File: config.mk
export PLATFORM = sky130hd
export DESIGN_NAME = bridge_rom_writer_flat
export DESIGN_NICKNAME = d
export VERILOG_FILES = /design/src/rtl/bridge_rom_writer_pkg.sv /design/src/rtl/bridge_rom_writer_if.sv /design/src/rtl/bridge_rom_writer_sync_fifo.sv /design/src/rtl/bridge_rom_writer.sv /design/src/flat_wrapper.sv
export SDC_FILE = /design/constraint.sdc
export NUM_CORES = 1
export LEC_CHECK = 0
export ABC_AREA = 0
export BUFFER_PORTS_ARGS = -buffer_cell sky130_fd_sc_hd__buf_2
export CAP_MARGIN = 30
export CORE_UTILIZATION = 45
export CTS_CLUSTER_SIZE = 40
export DETAILED_ROUTE_END_ITERATION = 16
export HOLD_SLACK_MARGIN = 0.15
export PLACE_DENSITY_LB_ADDON = 0.1
export RECOVER_POWER = 25
export SLEW_MARGIN = 10
export SYNTH_ARGS = -nofsm -noshare
export SYNTH_HDL_FRONTEND = slang
export SYNTH_SLANG_ARGS = --single-unit
File: constraint.sdc
create_clock -name clk_74a -period 3.6 [get_ports clk_74a]
set_clock_uncertainty 0.15 [all_clocks]
set_input_delay 0.18 -clock clk_74a [delete_from_list [all_inputs] [get_ports clk_74a]]
set_output_delay 0.18 -clock clk_74a [all_outputs]
set_load 0.05 [all_outputs]
File: src/rtl/bridge_rom_writer_pkg.sv
// Shared types for the ROM-window bridge writer: FSM states, FIFO entry layout and
// byte-lane helpers.
package bridge_rom_writer_pkg;

   localparam int unsigned BYTES_PER_WORD = 4;
   localparam int unsigned WORD_ADDR_BITS = 30;

   typedef enum logic [2:0] {IDLE, B0, B1, B2, B3} rom_wr_state_e;

   typedef struct packed {
      logic [WORD_ADDR_BITS-1:0]   word_addr;
      logic [8*BYTES_PER_WORD-1:0] data;
   } rom_wr_entry_t;

   // Byte offset within the word that a serialiser state emits.
   function automatic logic [1:0] byte_lane(rom_wr_state_e st);
      case (st)
         B1:      return 2'd1;
         B2:      return 2'd2;
         B3:      return 2'd3;
         default: return 2'd0;
      endcase
   endfunction

   // Big-endian: lane 0 is the most significant byte.
   function automatic logic [7:0] lane_byte(logic [31:0] w, logic [1:0] lane);
      case (lane)
         2'd0:    return w[31:24];
         2'd1:    return w[23:16];
         2'd2:    return w[15:8];
         default: return w[7:0];
      endcase
   endfunction

endpackage

File: src/rtl/bridge_rom_writer_if.sv
// Bridge-side and ROM-side signal bundle for the ROM writer leaf.
interface bridge_rom_writer_if #(
   parameter int unsigned ADDR_WIDTH = 20
);
   logic [31:0]           bridge_addr;
   logic                  bridge_wr;
   logic [31:0]           bridge_wr_data;
   logic                  bridge_rd;
   logic [31:0]           bridge_rd_data;
   logic                  rom_wr_en;
   logic [ADDR_WIDTH-1:0] rom_wr_addr;
   logic [7:0]            rom_wr_data;
   logic                  busy;
   logic                  overflow;
   logic [ADDR_WIDTH:0]   bytes_written;
   logic [15:0]           checksum;

   modport master (
      output bridge_addr, bridge_wr, bridge_wr_data, bridge_rd,
      input  bridge_rd_data, rom_wr_en, rom_wr_addr, rom_wr_data,
      input  busy, overflow, bytes_written, checksum
   );

   modport slave (
      input  bridge_addr, bridge_wr, bridge_wr_data, bridge_rd,
      output bridge_rd_data, rom_wr_en, rom_wr_addr, rom_wr_data,
      output busy, overflow, bytes_written, checksum
   );
endinterface

File: src/rtl/bridge_rom_writer_sync_fifo.sv
// Single-clock show-ahead FIFO; a push into a full FIFO is accepted when a pop
// happens in the same cycle.
module bridge_rom_writer_sync_fifo #(
   parameter int unsigned WIDTH = 8,
   parameter int unsigned DEPTH = 4
) (
   input  logic             clk,
   input  logic             reset,
   input  logic             push,
   input  logic [WIDTH-1:0] wdata,
   input  logic             pop,
   output logic [WIDTH-1:0] head,
   output logic             full,
   output logic             empty
);
   localparam int unsigned PTR_W = $clog2(DEPTH);

   logic [WIDTH-1:0] mem_q [DEPTH];
   logic [PTR_W:0]   wr_ptr_q, rd_ptr_q;
   logic             do_push, do_pop;

   assign empty   = (wr_ptr_q == rd_ptr_q);
   assign full    = (wr_ptr_q[PTR_W] != rd_ptr_q[PTR_W]) &&
                    (wr_ptr_q[PTR_W-1:0] == rd_ptr_q[PTR_W-1:0]);
   assign do_pop  = pop && !empty;
   assign do_push = push && (!full || do_pop);
   assign head    = mem_q[rd_ptr_q[PTR_W-1:0]];

   always_ff @(posedge clk) begin
      if (reset) begin
         wr_ptr_q <= '0;
         rd_ptr_q <= '0;
      end else begin
         if (do_push) wr_ptr_q <= wr_ptr_q + 1'b1;
         if (do_pop)  rd_ptr_q <= rd_ptr_q + 1'b1;
      end
   end

   // Storage needs no reset: the pointers define which entries are valid.
   always_ff @(posedge clk) begin
      if (do_push) mem_q[wr_ptr_q[PTR_W-1:0]] <= wdata;
   end

endmodule

File: src/rtl/bridge_rom_writer.sv
// ROM-window bridge leaf: buffers big-endian word writes and serialises them into
// byte writes on the program-memory port, with progress, overflow and checksum status.
module bridge_rom_writer
   import bridge_rom_writer_pkg::*;
#(
   parameter int unsigned ADDR_WIDTH = 20,
   parameter int unsigned FIFO_DEPTH = 4
) (
   input logic                clk_74a,
   input logic                reset,
   bridge_rom_writer_if.slave bus
);
   localparam logic [ADDR_WIDTH:0] BYTES_MAX = {1'b1, {ADDR_WIDTH{1'b0}}};

   rom_wr_state_e         state_q, state_d;
   rom_wr_entry_t         push_entry, head_entry, hold_q, hold_d;
   logic                  fifo_full, fifo_empty, fifo_pop;
   logic                  busy;
   logic                  rom_en_q;
   logic [ADDR_WIDTH-1:0] rom_addr_q;
   logic [7:0]            rom_data_q;
   logic                  overflow_q;
   logic [ADDR_WIDTH:0]   bytes_q;
   logic [15:0]           checksum_q;
   logic [31:0]           rd_data_q;
   logic                  unused_addr_bits;
   logic                  unused_word_addr_hi;

   assign push_entry.word_addr = WORD_ADDR_BITS'(bus.bridge_addr[ADDR_WIDTH-1:2]);
   assign push_entry.data      = bus.bridge_wr_data;

   assign unused_addr_bits    = ^{bus.bridge_addr[31:ADDR_WIDTH], bus.bridge_addr[1:0]};
   assign unused_word_addr_hi = ^hold_d.word_addr[WORD_ADDR_BITS-1:ADDR_WIDTH-2];

   bridge_rom_writer_sync_fifo #(
      .WIDTH ($bits(rom_wr_entry_t)),
      .DEPTH (FIFO_DEPTH)
   ) u_fifo (
      .clk   (clk_74a),
      .reset (reset),
      .push  (bus.bridge_wr),
      .wdata (push_entry),
      .pop   (fifo_pop),
      .head  (head_entry),
      .full  (fifo_full),
      .empty (fifo_empty)
   );

   // Pop from IDLE or from B3 so consecutive words stream without a bubble.
   assign fifo_pop = !fifo_empty && ((state_q == IDLE) || (state_q == B3));
   assign busy     = !fifo_empty || (state_q != IDLE);

   always_comb begin
      state_d = state_q;
      hold_d  = hold_q;
      unique case (state_q)
         IDLE: begin
            if (fifo_pop) begin
               hold_d  = head_entry;
               state_d = B0;
            end
         end
         B0: state_d = B1;
         B1: state_d = B2;
         B2: state_d = B3;
         B3: begin
            if (fifo_pop) begin
               hold_d  = head_entry;
               state_d = B0;
            end else begin
               state_d = IDLE;
            end
         end
         default: state_d = IDLE;
      endcase
   end

   always_ff @(posedge clk_74a) begin
      if (reset) begin
         state_q <= IDLE;
         hold_q  <= '0;
      end else begin
         state_q <= state_d;
         hold_q  <= hold_d;
      end
   end

   // ROM port is registered from the next state, so it lines up with state_q.
   always_ff @(posedge clk_74a) begin
      if (reset) begin
         rom_en_q   <= 1'b0;
         rom_addr_q <= '0;
         rom_data_q <= '0;
      end else begin
         rom_en_q   <= (state_d != IDLE);
         rom_addr_q <= {hold_d.word_addr[ADDR_WIDTH-3:0], byte_lane(state_d)};
         rom_data_q <= lane_byte(hold_d.data, byte_lane(state_d));
      end
   end

   always_ff @(posedge clk_74a) begin
      if (reset) begin
         overflow_q <= 1'b0;
         bytes_q    <= '0;
         checksum_q <= '0;
         rd_data_q  <= '0;
      end else begin
         if (bus.bridge_wr && fifo_full && !fifo_pop) overflow_q <= 1'b1;
         if (rom_en_q) begin
            if (bytes_q != BYTES_MAX) bytes_q <= bytes_q + 1'b1;
            checksum_q <= checksum_q + {8'h00, rom_data_q};
         end
         if (bus.bridge_rd) rd_data_q <= {checksum_q, 14'b0, overflow_q, busy};
      end
   end

   assign bus.rom_wr_en      = rom_en_q;
   assign bus.rom_wr_addr    = rom_addr_q;
   assign bus.rom_wr_data    = rom_data_q;
   assign bus.busy           = busy;
   assign bus.overflow       = overflow_q;
   assign bus.bytes_written  = bytes_q;
   assign bus.checksum       = checksum_q;
   assign bus.bridge_rd_data = rd_data_q;

endmodule

File: src/flat_wrapper.sv
// flat-port wrapper written by rule: the top's interface ports become plain ports
module bridge_rom_writer_flat import bridge_rom_writer_pkg::*;
#(
   parameter int unsigned ADDR_WIDTH = 20,
   parameter int unsigned FIFO_DEPTH = 4
)
  (clk_74a, reset, bus_bridge_addr, bus_bridge_wr, bus_bridge_wr_data, bus_bridge_rd, bus_bridge_rd_data, bus_rom_wr_en, bus_rom_wr_addr, bus_rom_wr_data, bus_busy, bus_overflow, bus_bytes_written, bus_checksum);
  bridge_rom_writer_if #(.ADDR_WIDTH(ADDR_WIDTH)) bus_i ();
  input logic clk_74a;
  input logic reset;
  input wire logic [$bits(bus_i.bridge_addr)-1:0] bus_bridge_addr;
  input wire logic [$bits(bus_i.bridge_wr)-1:0] bus_bridge_wr;
  input wire logic [$bits(bus_i.bridge_wr_data)-1:0] bus_bridge_wr_data;
  input wire logic [$bits(bus_i.bridge_rd)-1:0] bus_bridge_rd;
  output wire logic [$bits(bus_i.bridge_rd_data)-1:0] bus_bridge_rd_data;
  output wire logic [$bits(bus_i.rom_wr_en)-1:0] bus_rom_wr_en;
  output wire logic [$bits(bus_i.rom_wr_addr)-1:0] bus_rom_wr_addr;
  output wire logic [$bits(bus_i.rom_wr_data)-1:0] bus_rom_wr_data;
  output wire logic [$bits(bus_i.busy)-1:0] bus_busy;
  output wire logic [$bits(bus_i.overflow)-1:0] bus_overflow;
  output wire logic [$bits(bus_i.bytes_written)-1:0] bus_bytes_written;
  output wire logic [$bits(bus_i.checksum)-1:0] bus_checksum;
  assign bus_i.bridge_addr = bus_bridge_addr;
  assign bus_i.bridge_wr = bus_bridge_wr;
  assign bus_i.bridge_wr_data = bus_bridge_wr_data;
  assign bus_i.bridge_rd = bus_bridge_rd;
  assign bus_bridge_rd_data = bus_i.bridge_rd_data;
  assign bus_rom_wr_en = bus_i.rom_wr_en;
  assign bus_rom_wr_addr = bus_i.rom_wr_addr;
  assign bus_rom_wr_data = bus_i.rom_wr_data;
  assign bus_busy = bus_i.busy;
  assign bus_overflow = bus_i.overflow;
  assign bus_bytes_written = bus_i.bytes_written;
  assign bus_checksum = bus_i.checksum;
  bridge_rom_writer #(.ADDR_WIDTH(ADDR_WIDTH), .FIFO_DEPTH(FIFO_DEPTH)) u_core (.clk_74a(clk_74a), .reset(reset), .bus(bus_i));
endmodule
==> impl_metrics.tcl <==
set metrics [dict create \
    status "finished, final reports clean" \
    drv_slew 0 \
    synth_async_sr_flop_share 0 \
    dieArea_sq_mm 0.0294 \
    start_util 0.461 \
    hold_viol 0 \
    required_ps 3830 \
    coreArea_sq_mm 0.0280 \
    insertion_delay_ps 510 \
    insertedDiodeCount 0 \
    critical_path_class "flip-flop to flip-flop" \
    grt_start_max_net_pins 77 \
    area_growth_pct 21.2 \
    worst_pin_slew_ps 843 \
    instances_no_fill 1531 \
    post_cts_resize_count 0 \
    fin_util 0.559 \
    cts_hold_buf 53 \
    antenna_found_initial 0 \
    drtPass1Iterations 4 \
    clock_sink_count 328 \
    syn_inst 945 \
    root_buffer "clkbuf_16" \
    synth_edf_count 200 \
    maxCapViolations 0 \
    powerDensity_mw_per_mm2 755 \
    place_ws_ps 994 \
    grt_pass1_vias 7743 \
    first_iter_violations 491 \
    io_buffers 139 \
    globalplace.congestion 0.753 \
    cts.clk_slew.worst_paths_ps 60 \
    slew_headroom 0.438 \
    dp_cells 1411 \
    synth_area_per_cell_sq_um 13.7 \
    finalSetupTns_ps 0 \
    routed_wl_um 26900 \
    path_max_fanout 7 \
    pin_count 168 \
    ctsLongestPathBuffers 3 \
    grt_usage 0.185 \
    via_per_inst 5.19 \
    netlist_area_sq_mm 0.0129 \
    fin_ws_ps 1000 \
    fp.dieW_um 171 \
    ant_nets 0 \
    rows 61 \
    yosysSeqAreaShare 0.663 \
    ys_types 55 \
    cp-start-kind "flip-flop" \
    grt_overflow 0 \
    yosysWarnings 0 \
    whs_ps 285 \
    rsz0062_at_grt "no" \
    p_leak_nw 5.68 \
    fin_crit_ps 2600 \
    h-tree-depth 2 \
    grt_pass1_wl_um 41900 \
    setup_viol 0 \
    min_path_type "primary input to flip-flop" \
    ys.flop_type "edfxtp_1" \
    end_kind "flip-flop" \
    drcViolationCount 0 \
    synth_seq_cells 328 \
    fin_crit_sh 0.722 \
    dr_total_vias 7953 \
    drive_above_1_share 0.202 \
    cts_setup_buffers 0 \
    cts_buffers 37 \
    fmax_mhz 385 \
    peakVddDrop_mv 0.394 \
    wl_per_cell_um 17.6 \
    final_net_count 1209 \
    cts_tree "done" \
    critical_path_arrival_ps 2830 \
    hpwl_um 16600 \
    die_y_um 171 \
]
registers in the layout, summed over array words and instances, names as in the netlist, 2 cells and up, named ones only:
signal	flops
u_core.state_q	3
u_core.bus.rom_wr_addr	2
u_core.bus.rom_wr_data	8
u_core.u_fifo.mem_q	200
u_core.bus.checksum	16
u_core.hold_q	50
u_core.u_fifo.rd_ptr_q	3
u_core.bus.bytes_written	21
u_core.u_fifo.wr_ptr_q	3
u_core.bus.bridge_rd_data	18
layer usage:
layer | part of all wire | global-route usage | vias up
li1 | - | - | 3823
met1 | 0.45 | 0.250 | 3865
met2 | 0.48 | 0.305 | 227
met3 | 0.061 | 0.0364 | 38
met4 | 0.017 | 0.0512 | 0
met5 | 0 | 0 | -
cells by family after synthesis:
kind of cell / share of synthesized area
other cells: 0.000290
fa+ha+maj: 0.0161
simple gates: 0.0975
mux: 0.108
compound gates: 0.0583
buf+inv: 0.0369
flops: 0.663
xor+xnor: 0.0197
cell usage in the layout, fill, tap and decap left out, types with 20 or more instances in the layout:
cell,count
a21oi_1,71
buf_2,96
clkbuf_1,49
clkbuf_16,38
dfxtp_1,126
dlygate4sd3_1,53
edfxtp_1,200
mux2i_1,26
mux4_2,50
nand2_1,124
nor2_1,70
xor2_1,20
worst max-delay path, stage by stage (launching register included):
cell and delay [ps]:
dfxtp_1 330, ha_1 240, inv_1 70, fa_1 250, nor2b_4 50, o31a_1 290
o41a_4 410, and3_1 170, or4_1 500
report_power, final:
| part | internal [mW] | switching [mW] | leakage, nW |
|---|---|---|---|
| clock | 2.28 | 1.46 | 0.606 |
| sequential | 4.49 | 0.407 | 2.88 |
| combinational | 1.09 | 2.10 | 2.19 |
| total | 7.86 | 3.96 | 5.68 |
stage by stage:
stage	area, sq um	power [mW]
6_report	15700	11.8
5_1_grt	15700	12.4
4_1_cts	15700	12.0
3_5_place_dp	14000	8.18
3_3_place_gp	14000	8.15
2_1_floorplan	13000	7.33
final timing paths:
kind                                             start                        end  slack [ps]  depth (start not counted)
worst max-delay path            u_core.bus.checksum[0]    u_core.bus.checksum[14]        1000                          8
worst min-delay path             bus_bridge_wr_data[5]  u_core.u_fifo.mem_q[0][5]         290                          2
worst max register to register  u_core.bus.checksum[0]    u_core.bus.checksum[14]        1000                          8
worst min register to register       u_core.hold_q[48]          u_core.hold_q[48]         300                          2
cells in the mapped netlist, types with 2 or more instances:
cell | number | share of area
a211oi_1 | 4 | 0.0023
a21o_1 | 2 | 0.0012
a21oi_1 | 71 | 0.028
a221oi_1 | 7 | 0.0047
a311oi_1 | 2 | 0.0014
a31oi_1 | 5 | 0.0024
and2_1 | 6 | 0.0029
and3_1 | 7 | 0.0034
and4_1 | 4 | 0.0027
buf_1 | 3 | 0.00087
buf_2 | 3 | 0.0012
buf_4 | 32 | 0.019
clkbuf_1 | 43 | 0.012
dfxtp_1 | 128 | 0.20
edfxtp_1 | 200 | 0.46
ha_1 | 15 | 0.015
inv_1 | 13 | 0.0038
mux2i_1 | 26 | 0.020
mux4_2 | 50 | 0.087
nand2_1 | 124 | 0.036
nand2b_1 | 2 | 0.00097
nand3_1 | 17 | 0.0066
nand4_1 | 7 | 0.0034
nor2_1 | 70 | 0.020
nor3_1 | 10 | 0.0039
nor3b_1 | 4 | 0.0023
nor4_1 | 3 | 0.0015
nor4b_1 | 7 | 0.0047
o2111ai_1 | 3 | 0.0020
o211ai_1 | 5 | 0.0029
o21ai_0 | 15 | 0.0058
or2_2 | 2 | 0.00097
or3_1 | 5 | 0.0024
or4b_1 | 2 | 0.0015
xnor2_1 | 9 | 0.0061
xor2_1 | 20 | 0.014
cell type report:
cell class | count | area [sq um]
Clock buffer | 51 | 1060
Clock inverter | 16 | 166
Fill cell | 2371 | 12400
Inverter | 13 | 48.8
Multi-Input combinational cell | 536 | 3960
Sequential cell | 328 | 8580
Tap cell | 378 | 473
Timing Repair Buffer | 209 | 1380
Power figures use the tool's default switching activity.
